**config.mk**
```make
export PLATFORM = sky130hd
export DESIGN_NAME = fpu_arbiter
export DESIGN_NICKNAME = d
export VERILOG_FILES = /design/src/rtl/fpu_pkg.sv /design/src/rtl/fpu_arbiter_rr_picker.sv /design/src/rtl/fpu_arbiter.sv
export SDC_FILE = /design/constraint.sdc
export NUM_CORES = 1
export LEC_CHECK = 0
export CAP_MARGIN = 20
export CELL_PAD_IN_SITES_DETAIL_PLACEMENT = 1
export CELL_PAD_IN_SITES_GLOBAL_PLACEMENT = 1
export CORE_MARGIN = 8
export CORE_UTILIZATION = 30
export CTS_CLUSTER_DIAMETER = 200
export DETAILED_ROUTE_END_ITERATION = 10
export PLACE_DENSITY = 0.82
export REMOVE_ABC_BUFFERS = 1
export SLEW_MARGIN = 0
export SYNTH_ARGS = -nofsm -noshare
export SYNTH_HDL_FRONTEND = slang
export SYNTH_HIERARCHICAL = 1
export SYNTH_SLANG_ARGS = --single-unit
```
**constraint.sdc**
```tcl
create_clock -name clock -period 4.3 [get_ports clock]
set_input_delay 0.645 -clock clock [delete_from_list [all_inputs] [get_ports clock]]
set_output_delay 0.645 -clock clock [all_outputs]
set_load 0.03 [all_outputs]
```
**src/rtl/fpu_pkg.sv**
```systemverilog
// Shared definitions for the fpu arbiter slice: command codes, data width,
// arbiter state encoding and the quiet-NaN value returned on a watchdog abort.
package fpu_pkg;

    localparam int FPU_WIDTH = 32;

    localparam logic [3:0] FPU_CMD_ADD  = 4'h0;
    localparam logic [3:0] FPU_CMD_SUB  = 4'h1;
    localparam logic [3:0] FPU_CMD_MUL  = 4'h2;
    localparam logic [3:0] FPU_CMD_DIV  = 4'h3;
    localparam logic [3:0] FPU_CMD_SQRT = 4'h4;
    localparam logic [3:0] FPU_CMD_CMP  = 4'h5;
    localparam logic [3:0] FPU_CMD_I2F  = 4'h6;
    localparam logic [3:0] FPU_CMD_F2I  = 4'h7;

    typedef enum logic [1:0] {
        IDLE  = 2'd0,
        ISSUE = 2'd1,
        WAIT  = 2'd2,
        RESP  = 2'd3
    } arb_state_e;

    localparam logic [FPU_WIDTH-1:0] FPU_QNAN = 32'h7FC00000;

endpackage

```
**src/rtl/fpu_arbiter_rr_picker.sv**
```systemverilog
// rr_picker: combinational round-robin selection. Scans upward from the
// requester after last_grant and wraps around; grant is one-hot, found says
// whether any requester was valid.
module rr_picker #(
    parameter int N_REQ = 2,
    parameter int IDX_W = 1
) (
    input  logic [N_REQ-1:0] valid,
    input  logic [IDX_W-1:0] last_grant,
    output logic [N_REQ-1:0] grant,
    output logic             found
);

    // First pass covers indices above last_grant, second pass the wrapped part.
    always_comb begin
        grant = '0;
        found = 1'b0;
        for (int j = 0; j < N_REQ; j++) begin
            if (!found && valid[j] && (j > int'(last_grant))) begin
                grant[j] = 1'b1;
                found    = 1'b1;
            end
        end
        for (int j = 0; j < N_REQ; j++) begin
            if (!found && valid[j] && (j <= int'(last_grant))) begin
                grant[j] = 1'b1;
                found    = 1'b1;
            end
        end
    end

endmodule

```
**src/rtl/fpu_arbiter.sv**
```systemverilog
// fpu_arbiter: shares a single fpu between N_REQ requesters with round-robin
// arbitration. One operation is in flight at a time:
//   IDLE  -> grant, latch operands, pulse req_ready[owner]
//   ISSUE -> fpu_input_rdy held until fpu_input_ack
//   WAIT  -> wait for fpu_output_rdy, pulse fpu_output_ack
//   RESP  -> rsp_valid[owner] held until rsp_ack[owner]
// Handshakes: a requester holds req_valid and its operands until it sees its
// req_ready pulse; a response stays on rsp_valid/rsp_result until the owner's
// rsp_ack is sampled high; the fpu side is a level rdy / pulse ack pair.
// Optional watchdog: define FPU_ARB_TIMEOUT_EN to abort a stuck operation
// after TIMEOUT_CYCLES with a qNaN result and a sticky timeout flag.
module fpu_arbiter
    import fpu_pkg::*;
#(
    parameter int N_REQ          = 2,
    parameter int TIMEOUT_CYCLES = 64
) (
    input  logic                  clock,
    input  logic                  reset,
    input  logic [N_REQ-1:0]      req_valid,
    input  logic [4*N_REQ-1:0]    req_command,
    input  logic [32*N_REQ-1:0]   req_a,
    input  logic [32*N_REQ-1:0]   req_b,
    output logic [N_REQ-1:0]      req_ready,
    output logic [N_REQ-1:0]      rsp_valid,
    output logic [31:0]           rsp_result,
    input  logic [N_REQ-1:0]      rsp_ack,
    output logic [3:0]            fpu_command,
    output logic [31:0]           fpu_data_a,
    output logic [31:0]           fpu_data_b,
    output logic                  fpu_input_rdy,
    input  logic                  fpu_input_ack,
    input  logic                  fpu_output_rdy,
    output logic                  fpu_output_ack,
    input  logic [31:0]           fpu_result,
    output logic                  busy,
    output logic                  timeout,
    output logic [1:0]            arb_state
);

    localparam int IDX_W = $clog2(N_REQ);

    localparam logic [1:0] ST_IDLE  = IDLE;
    localparam logic [1:0] ST_ISSUE = ISSUE;
    localparam logic [1:0] ST_WAIT  = WAIT;
    localparam logic [1:0] ST_RESP  = RESP;

    logic [1:0]       state;
    logic [N_REQ-1:0] owner_oh;
    logic [IDX_W-1:0] owner_idx;
    logic [IDX_W-1:0] last_grant;

    logic [N_REQ-1:0] pick_grant;
    logic             pick_found;
    logic [IDX_W-1:0] pick_idx;
    logic [3:0]       pick_cmd;
    logic [31:0]      pick_a;
    logic [31:0]      pick_b;
    logic             wd_fire;

    rr_picker #(
        .N_REQ (N_REQ),
        .IDX_W (IDX_W)
    ) u_picker (
        .valid      (req_valid),
        .last_grant (last_grant),
        .grant      (pick_grant),
        .found      (pick_found)
    );

    // Select the winning requester's operands and index from the one-hot grant.
    always_comb begin
        pick_idx = '0;
        pick_cmd = '0;
        pick_a   = '0;
        pick_b   = '0;
        for (int j = 0; j < N_REQ; j++) begin
            if (pick_grant[j]) begin
                pick_idx = IDX_W'(j);
                pick_cmd = req_command[4*j +: 4];
                pick_a   = req_a[32*j +: 32];
                pick_b   = req_b[32*j +: 32];
            end
        end
    end

`ifdef FPU_ARB_TIMEOUT_EN
    localparam int WD_W = $clog2(TIMEOUT_CYCLES + 1);

    logic [WD_W-1:0] wd_cnt;
    logic            timeout_q;

    // Fires on the last allowed ISSUE/WAIT cycle unless the fpu completes in it.
    assign wd_fire = ((state == ST_ISSUE && !(fpu_input_ack && fpu_output_rdy)) ||
                      (state == ST_WAIT  && !fpu_output_rdy)) &&
                     (wd_cnt == WD_W'(TIMEOUT_CYCLES - 1));

    // Watchdog counter restarts for every operation; timeout flag is sticky.
    always_ff @(posedge clock or negedge reset) begin
        if (!reset) begin
            wd_cnt    <= '0;
            timeout_q <= 1'b0;
        end else begin
            if (state == ST_IDLE) begin
                wd_cnt <= '0;
            end else if (state == ST_ISSUE || state == ST_WAIT) begin
                wd_cnt <= wd_cnt + WD_W'(1);
            end
            if (wd_fire) begin
                timeout_q <= 1'b1;
            end
        end
    end

    assign timeout = timeout_q;
`else
    assign wd_fire = 1'b0;
    // Watchdog absent: the flag is constant low.
    assign timeout = 1'b0 && (TIMEOUT_CYCLES > 0);
`endif

    // Arbitration FSM with registered handshake outputs.
    always_ff @(posedge clock or negedge reset) begin
        if (!reset) begin
            state          <= ST_IDLE;
            owner_oh       <= '0;
            owner_idx      <= '0;
            last_grant     <= IDX_W'(N_REQ - 1);
            req_ready      <= '0;
            rsp_valid      <= '0;
            rsp_result     <= '0;
            fpu_command    <= '0;
            fpu_data_a     <= '0;
            fpu_data_b     <= '0;
            fpu_input_rdy  <= 1'b0;
            fpu_output_ack <= 1'b0;
        end else begin
            req_ready      <= '0;
            fpu_output_ack <= 1'b0;
            case (state)
                ST_IDLE: begin
                    if (pick_found) begin
                        fpu_command   <= pick_cmd;
                        fpu_data_a    <= pick_a;
                        fpu_data_b    <= pick_b;
                        owner_oh      <= pick_grant;
                        owner_idx     <= pick_idx;
                        req_ready     <= pick_grant;
                        fpu_input_rdy <= 1'b1;
                        state         <= ST_ISSUE;
                    end
                end
                ST_ISSUE: begin
                    if (fpu_input_ack && fpu_output_rdy) begin
                        rsp_result     <= fpu_result;
                        fpu_output_ack <= 1'b1;
                        fpu_input_rdy  <= 1'b0;
                        rsp_valid      <= owner_oh;
                        state          <= ST_RESP;
                    end else if (wd_fire) begin
                        rsp_result     <= FPU_QNAN;
                        fpu_output_ack <= 1'b1;
                        fpu_input_rdy  <= 1'b0;
                        rsp_valid      <= owner_oh;
                        state          <= ST_RESP;
                    end else if (fpu_input_ack) begin
                        fpu_input_rdy <= 1'b0;
                        state         <= ST_WAIT;
                    end
                end
                ST_WAIT: begin
                    if (fpu_output_rdy) begin
                        rsp_result     <= fpu_result;
                        fpu_output_ack <= 1'b1;
                        rsp_valid      <= owner_oh;
                        state          <= ST_RESP;
                    end else if (wd_fire) begin
                        rsp_result     <= FPU_QNAN;
                        fpu_output_ack <= 1'b1;
                        rsp_valid      <= owner_oh;
                        state          <= ST_RESP;
                    end
                end
                default: begin
                    // Only the owner's ack releases the response.
                    if ((rsp_ack & owner_oh) != '0) begin
                        rsp_valid  <= '0;
                        last_grant <= owner_idx;
                        state      <= ST_IDLE;
                    end
                end
            endcase
        end
    end

    assign busy      = (state != ST_IDLE);
    assign arb_state = state;

endmodule

```
==> After elaboration in Yosys (flattened, before gate mapping) <==
Index checks and enable logic that the tools add are counted.
{ "totals": {"reg_bits": 112, "inputBits": 176, "output_inout_bits": 110, "word_cells": 77} }
{ "classes": {"magnitude_cmp": 2, "eq_ne": 6, "n_mux": 33, "n_bitwise": 3, "n_reduce_logical": 21} }
{ "ops": {"columns": ["op", "count"], "rows": [
  ["$mux W32", 6],
  ["$pmux W32 S2", 1],
  ["$mux W2", 9],
  ["$pmux W2 S3", 2],
  ["$mux W1", 11],
  ["$mux W4", 2],
  ["$reduce_and A4 Y1", 2],
  ["$reduce_bool A2 Y1", 4],
  ["$ne A2 B2 Y1 const B", 3],
  ["$reduce_and A3 Y1", 2],
  ["$logic_and A1 B1 Y1", 5],
  ["$pmux W1 S2", 2],
  ["$reduce_and A2 Y1", 2],
  ["$reduce_bool A4 Y1", 1],
  ["$ne A3 B3 Y1 const B", 1],
  ["$reduce_bool A3 Y1", 1],
  ["$reduce_or A3 Y1", 1],
  ["$and A2 B2 Y2", 1],
  ["$eq A2 B1 Y1 const B", 1],
  ["$eq A2 B2 Y1 const B", 1],
  ["$logic_not A1 Y1", 2],
  ["$logic_not A2 Y1", 1],
  ["$not A1 Y1", 2],
  ["$gt A1 B1 Y1 const A", 1],
  ["$le A1 B1 Y1 const A", 1]
]} }

==> Depth between registers and ports, before layout <==
Gate-level depths: netlist (run 1).
{ "logic_depth": {"depth_word": 12, "depth_mapped": 7, "depth_no_buf": 6} }

==> By module <==
The synthesis (run 1) kept the hierarchy.
{ "modules_own_cells": {"columns": ["mod", "instances", "cells_per_inst", "area_each_um2", "seq_area_each_um2"], "rows": [
  ["fpu_arbiter", 1, 429, 4899.7, 2778.9],
  ["rr_picker", 1, 4, 25.0, 0.0]
]} }

==> Worst setup path after synthesis (run 1) <==
Ideal clock, no wire load.
{ "synth_path": {"path_type": "reg2reg", "start": "register state[0], in the netlist arb_state[0]", "end": "register rsp_result[0]", "setup_time_ps": 125, "arrival_time_ps": 1793, "t_required_ps": 4175, "setup_slack_ps": 2382, "stages_incl_launch_ff": 8, "n_path_buf": 1, "period_less_slack_ps": 1918, "cell_sequence": "dfrtp_1 -> inv_1 -> ha_1 -> nor2b_4 -> o21ai_4 -> nand2_4 -> buf_12 -> mux2_4"} }
{ "synth_via": {"elab_chain_cells": 3, "elab_cells_between_ends": 7, "classes_between": "eq/ne: 4; mux: 1; reduce/logical: 2"} }
{ "synth_rtl": {"columns": ["item", "line_no", "rtl"], "rows": [
  ["start, declared", "fpu_arbiter.sv:48", "logic [1:0] state;"],
  ["start signal, assigned", "fpu_arbiter.sv:125", "state <= ST_IDLE;"],
  ["start signal, assigned", "fpu_arbiter.sv:150", "state <= ST_ISSUE;"],
  ["start signal, assigned", "fpu_arbiter.sv:159", "state <= ST_RESP;"],
  ["$eq A2 B1 Y1 or $eq A2 B2 Y1 (tied branches)", "fpu_arbiter.sv:140", "case (state)"],
  ["$ne A2 B2 Y1 (no source line) or $reduce_bool A2 Y1 (tied branches)", null, null],
  ["$reduce_and A3 Y1 (no source line)", null, null],
  ["end signal, assigned", "fpu_arbiter.sv:155", "rsp_result <= fpu_result;"],
  ["end signal, assigned", "fpu_arbiter.sv:173", "rsp_result <= fpu_result;"],
  ["end, declared", "fpu_arbiter.sv:26", "output logic [31:0] rsp_result,"]
]} }
Several ways; a longest one is shown, not always the timed one.
A chain may end at the register's enable or synchronous reset.

==> Worst setup path after layout (run 1) <==
{ "layout_path": {"start": "input req_valid[0]", "end": "register fpu_data_a[10]"} }
{ "layout_via": {"elab_cells_between_ends": 11, "classes_between": "mux: 6; reduce/logical: 5"} }
{ "layout_rtl": {"columns": ["item", "line_no", "rtl"], "rows": [
  ["start, declared", "fpu_arbiter.sv:20", "input logic [N_REQ-1:0] req_valid,"],
  ["$logic_and A1 B1 Y1", "fpu_arbiter_rr_picker.sv:25", "if (!found && valid[j] && (j <= int'(last_grant))) begin"],
  ["$mux W1", "fpu_arbiter_rr_picker.sv:25", null],
  ["via pick_grant[0]", "fpu_arbiter.sv:53", "logic [N_REQ-1:0] pick_grant;"],
  ["$mux W32 (2 in series)", "fpu_arbiter.sv:78", "if (pick_grant[j]) begin"],
  ["end signal, assigned", "fpu_arbiter.sv:144", "fpu_data_a <= pick_a;"],
  ["end, declared", "fpu_arbiter.sv:29", "output logic [31:0] fpu_data_a,"]
]} }
The timed path passes the listed nets, and every way through them passes these cells.

==> results.sh, run 1 <==
export IMPL_cell_internal_pwr_mw=3.533
export IMPL_arrival_ps=3060
export IMPL_clk_latency_ps=350
export IMPL_finalPower_mw=6.197
export IMPL_period_needed_ps=2810
export IMPL_grt_total_usage_pct=17.66
export IMPL_synth_edf_count=0
export IMPL_vias=4493
export IMPL_cts_resized=0
export IMPL_netlist_area_um2=4925
export IMPL_regToRegSetupSlack_ps=1760
export IMPL_cellLeakagePower_nw=3.435
export IMPL_grt_pass1_vias=4964
export IMPL_worst_setup_path_start_kind="input pin"
export IMPL_gp_congestion=0.8316
export IMPL_drtPass1Iterations=4
export IMPL_fin_nets=881
export IMPL_synth_simple_area_share_pct=7.520
export IMPL_core_area_um2=16290
export IMPL_numCtsBuffers=9
export IMPL_cts_hold_buffers=0
export IMPL_postRouteAntennaNets=0
export IMPL_die_w_um=144.1
export IMPL_wl_mm=18.90
export IMPL_hold_path_class="in -> async"
export IMPL_drt_iter0_markers=205
export IMPL_setup_viol_count_final=0
export IMPL_synth_adder_area_share_pct=1.016
export IMPL_r2r_cells=6
export IMPL_synthXorXnorAreaFrac_pct=0
export IMPL_syn_avg_cell_area_um2=11.37
export IMPL_avgViaCountPerCell=4.852
export IMPL_yosys_area_top_type_share_pct=55.89
export IMPL_max_slew_worst_pin_slew_ps=966.3
export IMPL_slew_violations=0
export IMPL_synth_common_cells="110 x dfrtp_1, 66 x a22oi_1, 61 x nand2_1, 49 x o21ai_0, 30 x mux2_4"
export IMPL_row_count=47
export IMPL_fin_skew_ps=12.85
export IMPL_crit_required_ps=4550
export IMPL_placed_area_um2=7924
export IMPL_synthCells=433
export IMPL_grt_max_degree=105
export IMPL_ys_flop_type="dfrtp_1"
export IMPL_synth_top_family_by_area="compound AO/OA/AOI/OAI gates"
export IMPL_critPathCaptureType="flop"
export IMPL_p_sw_mw=2.664
export IMPL_ios=286
export IMPL_min_period_over_period_pct=65.34
export IMPL_power_frac_clock_pct=13.0
export IMPL_antenna_found_initial=0
export IMPL_async_reset_ff_share_pct=100.0
export IMPL_yosysTopAreaCell="dfrtp_1"
export IMPL_tritoncts="yes"
export IMPL_drc=0
export IMPL_fillers=1779
export IMPL_die_area_um2=20770
export IMPL_grt_pass1_wl_mm=28.17
export IMPL_cts_root_buf="clkbuf_16"
export IMPL_drv_cap=0
export IMPL_initial_core_util_pct=30.23
export IMPL_port_buffers=284
export IMPL_yosysWarnings=6
export IMPL_pwr_share_seq_pct=29.0
export IMPL_synth_mux_area_share_pct=10.70
export IMPL_hold_viol_final=0
export IMPL_crit_type="in -> reg"
export IMPL_ir_drop_v=0.0003936
export IMPL_reg2reg_to="fpu_data_a[10]"
export IMPL_rsz0062_at_grt="no"
export IMPL_synth_distinct_cells=34
export IMPL_relSlewSlack_pct=35.58
export IMPL_power_share_combinational_pct=58.0
export IMPL_synth_yosys_seq_area_share_pct=56.43
export IMPL_yosysMostFrequentCell="dfrtp_1"
export IMPL_fin_area_um2=8205
export IMPL_p_sw_share_pct=42.99
export IMPL_ys_ff_latch=111
export IMPL_grt_overflow=0
export IMPL_drive_gt1_share_pct=9.632
export IMPL_clock_sinks=111
export IMPL_n_antenna_cell=0
export IMPL_cts_setup_buffers=0
export IMPL_die_h_um=144.1
export IMPL_crit_path_max_fanout=36
export IMPL_status="finished clean"
export IMPL_clockBufferDepth=2
export IMPL_clk_pin_slew_ps=80
export IMPL_routedWlPerCell_um=20.41
export IMPL_achievable_frequency_mhz=355.9
export IMPL_syn2layout_area_growth_pct=66.62
export IMPL_timing_rr_start="last_grant"
export IMPL_p_per_area_nw_per_um2=755.3
export IMPL_synth_top_cells_by_area="dfrtp_1 56%, a22oi_1 10%, mux2_4 9.1%"
export IMPL_synth_compound_area_share_pct=19.74
export IMPL_dp_final_hpwl_mm=14.60
export IMPL_h_tree_depth=3
[worst max-delay path: stages]
cell             delay, ps
clkdlybuf4s50_1        540
a21boi_1               330
nor2b_4                820
buf_4                  360
a22oi_1                110
o21ai_0                220
[flip-flops by register name, summed over array words and instances (netlist names)]
signal          count
arb_state           2
fpu_command         4
fpu_data_a         32
fpu_data_b         32
fpu_input_rdy       1
fpu_output_ack      1
last_grant          1
owner_oh            2
req_ready           2
rsp_result         32
rsp_valid           2
[layout by cell type, fill, tap and decap left out]
master,instances
dfrtp_1,110
clkbuf_16,9
a22oi_1,66
a22o_1,1
o41ai_2,1
inv_6,2
and3_1,2
a21oi_1,20
clkinvlp_4,4
a311oi_1,1
nor2_2,1
a21boi_4,1
dfstp_2,1
ha_1,4
o21ai_1,4
o21ai_4,1
or2_1,1
clkinv_4,1
conb_1,1
nor2_1,22
nand2_4,2
mux2_4,30
nand2_1,60
clkdlybuf4s50_1,283
o21ai_0,49
mux2_1,2
a21o_1,2
o311ai_2,1
nor2b_4,2
inv_2,1
a21boi_1,1
inv_1,7
a221oi_2,1
buf_8,1
mux2i_1,2
mux2_2,3
buf_4,6
[routing by layer]
metal	vias to the layer above	track usage, %	part of all wire (%)
met5	-	0	0
met4	0	7.969	3.0
met3	35	4.490	7.4
met2	168	31.59	52
met1	2213	19.30	37
li1	2077	-	-
[power groups by stage]
stage | clock network [mW] | logic [mW] | registers [mW]
finish | 0.808 | 3.59 | 1.80
global route | 0.867 | 3.82 | 1.85
CTS | 0.831 | 3.65 | 1.80
detailed placement | 0 | 3.63 | 1.81
global placement | 0 | 3.52 | 1.78
floorplan | 0 | 1.26 | 2.66
[kinds of logic after synthesis]
group,count (synthesis)
simple gates,90
buf+inv,41
compound gates,149
other cells,1
mux,37
flops,111
fa+ha+maj,4
[layout make-up]
type | count | area [um2] | share of cell area [%]
repair buffers | 290 | 2893 | 35.25
flip-flops and latches | 111 | 2779 | 33.87
multi-input cells | 281 | 1947 | 23.73
well taps | 220 | 275.3 | 3.355
clock buffers | 9 | 225.2 | 2.745
clock inverters | 7 | 56.30 | 0.6862
inverters | 8 | 30.03 | 0.3660
[worst max path at each step]
stage / startpoint / cells after the start / slack, ps / endpoint
5_1_grt: req_valid[0] / 6 / 1310 / fpu_data_a[10]
6_report: req_valid[0] / 6 / 1490 / fpu_data_a[10]
4_1_cts: req_valid[0] / 6 / 1500 / fpu_data_a[10]
3_5_place_dp: req_valid[0] / 6 / 1130 / fpu_data_a[10]
3_3_place_gp: req_valid[0] / 6 / 1330 / fpu_data_b[21]
2_1_floorplan: req_valid[1] / 4 / -720 / fpu_command[3]
[metrics by stage]
| step | hold slack, ps | setup slack (ps) | util [%] | TNS [ps] | std cells |
|---|---|---|---|---|---|
| 6_report | 409.4 | 1490 | 50.37 | 0 | 926 |
| 5_1_grt | 468.1 | 1313 | 50.37 | 0 | 926 |
| 4_1_cts | 440.6 | 1503 | 50.37 | 0 | 926 |
| 3_5_place_dp | 471.5 | 1129 | 48.64 | 0 | 910 |
| 3_3_place_gp | 462.3 | 1327 | 48.55 | 0 | 909 |
| 2_1_floorplan | 349.4 | -719.6 | - | -47070 | 400 |
Power figures use the tool's default switching activity.
==> run 2: changes to the inputs <==
Settings changed: CORE_UTILIZATION 30 to 25, PLACE_DENSITY 0.82 to 0.72.
Clock period 4.3 ns to 2.4 ns, I/O delays scaled along.
==> results.sh, run 2 (same netlist as run 1, synthesis figures left out) <==
export IMPL_grt_pass1_wl_mm=29.57
export IMPL_grt_max_degree=105
export IMPL_critPathCaptureType="output port"
export IMPL_power_share_combinational_pct=58.6
export IMPL_pwr_share_seq_pct=28.8
export IMPL_grt_pass1_vias=5100
export IMPL_cts_root_buf="clkbuf_16"
export IMPL_rsz0062_at_grt="no"
export IMPL_clockBufferDepth=2
export IMPL_layout_commonest_cell="clkdlybuf4s50_1"
export IMPL_die_w_um=156.4
export IMPL_min_period_over_period_pct=87.75
export IMPL_power_frac_clock_pct=12.6
export IMPL_port_buffers=284
export IMPL_placed_area_um2=8048
export IMPL_vias=4429
export IMPL_slew_violations=0
export IMPL_initial_core_util_pct=25.39
export IMPL_achievable_frequency_mhz=474.8
export IMPL_final_cell_mix="282 x clkdlybuf4s50_1, 110 x dfrtp_1, 66 x a22oi_1"
export IMPL_n_antenna_cell=0
export IMPL_numCtsBuffers=9
export IMPL_reg_top3="fpu_data_a (32), fpu_data_b (32), rsp_result (32)"
export IMPL_dp_final_hpwl_mm=15.13
export IMPL_antenna_found_initial=1
export IMPL_drv_cap=0
export IMPL_fin_nets=885
export IMPL_drc=0
export IMPL_ios=286
export IMPL_seqCellArea_um2=2779
export IMPL_grt_overflow=0
export IMPL_hold_path_class="in -> async"
export IMPL_relSlewSlack_pct=60.65
export IMPL_place_ws_ps=244.1
export IMPL_drtPass1Iterations=4
export IMPL_row_count=51
export IMPL_fillers=2149
export IMPL_multi_input_area_um2=1942
export IMPL_die_h_um=156.4
export IMPL_tritoncts="yes"
export IMPL_avgViaCountPerCell=4.543
export IMPL_status="finished clean"
export IMPL_worst_setup_path_start_kind="flop"
export IMPL_arrival_ps=1750
export IMPL_routedWlPerCell_um=19.91
export IMPL_wl_mm=19.41
export IMPL_gp_congestion=0.7570
export IMPL_grt_total_usage_pct=15.66
export IMPL_h_tree_depth=3
export IMPL_ir_drop_v=0.0005048
export IMPL_p_per_area_nw_per_um2=1343
export IMPL_crit_type="reg -> out"
export IMPL_syn2layout_area_growth_pct=68.80
export IMPL_setup_viol_count_final=0
export IMPL_period_needed_ps=2106
export IMPL_p_sw_mw=4.770
export IMPL_layout_setup_ws_ps=294.0
export IMPL_clk_latency_ps=350
export IMPL_clk_pin_slew_ps=70
export IMPL_crit_required_ps=2040
export IMPL_fin_area_um2=8313
export IMPL_fin_skew_ps=5.037
export IMPL_core_area_um2=19400
export IMPL_clock_sinks=111
export IMPL_crit_path_max_fanout=7
export IMPL_max_slew_worst_pin_slew_ps=590.3
export IMPL_drive_gt1_share_pct=9.859
export IMPL_cell_internal_pwr_mw=6.392
export IMPL_p_sw_share_pct=42.74
export IMPL_cellLeakagePower_nw=3.469
export IMPL_hold_viol_final=0
export IMPL_die_area_um2=24450
export IMPL_drt_iter0_markers=207
export IMPL_postRouteAntennaNets=0
run 2: cell count changes in the layout (fill, tap and decap cells not counted), moves of 2 or more:
| cell | change |
|---|---|
| clkinvlp_4 | -2 |
| buf_12 | +4 |
| clkinv_2 | +2 |
| clkbuf_1 | +2 |
run 2: worst paths after layout:
check	from	endpoint	slack, ps	depth (start not counted)
setup / recovery	arb_state[0]	busy	290	4
hold / removal	reset	fpu_data_b[10]	9	1
setup reg to reg	arb_state[0]	rsp_result[29]	400	7
hold reg to reg	fpu_data_a[5]	fpu_data_a[5]	480	2
max in group asynchronous	reset	last_grant	1640	2
min in group clock	fpu_data_a[5]	fpu_data_a[5]	480	2
run 2: routing by layer:
metal / wire length [um] / global-route usage [%] / vias to the layer above / share of wire [%]
li1: - / - / 2082 / -
met1: 7367 / 17.02 / 2186 / 38
met2: 10470 / 28.83 / 138 / 54
met3: 1182 / 4.164 / 21 / 6.1
met4: 374 / 5.217 / 2 / 1.9
met5: 13 / 0 / - / 0.067
run 2: final cells by class:
type                            count  area share, %
Clock buffer                       11          2.800
Sequential cell                   111          33.43
Timing Repair Buffer              294          35.66
Inverter                            8         0.3612
Multi-Input combinational cell    281          23.36
Tap cell                          265          3.989
Clock inverter                      5         0.4064
run 2: what timing repair did:
action,4_1_cts,5_1_grt
hold buffers,0,0
setup buffers,0,0
resized for setup,1,0
endpoints found under the setup margin,1,0
run 2: stage by stage:
| step | hold slack [ps] | utilization (%) | TNS (ps) | instances | power (mW) |
|---|---|---|---|---|---|
| finish | 8.595 | 42.85 | 0 | 975 | 11.16 |
| global route | 34.85 | 42.85 | 0 | 975 | 11.85 |
| CTS | 18.34 | 42.85 | 0 | 975 | 11.34 |
| detailed placement | 409.7 | 41.49 | 0 | 959 | 9.888 |
| global placement | 406.9 | 41.49 | 0 | 959 | 9.658 |
| floorplan | 64.41 | - | -158190 | 400 | 7.015 |
run 2: worst max-delay path, stage by stage (launching register included):
cell and delay [ps]:
dfrtp_1 430, inv_1 100, ha_1 320, inv_2 110, dlygate4sd2_1 420
run 2: power by group through the flow:
stage,combinational [mW],clock [mW],sequential [mW]
floorplan,2.25,0,4.76
global placement,6.46,0,3.20
finish,6.55,1.40,3.22
global route,6.98,1.54,3.33
CTS,6.65,1.46,3.23
detailed placement,6.64,0,3.25
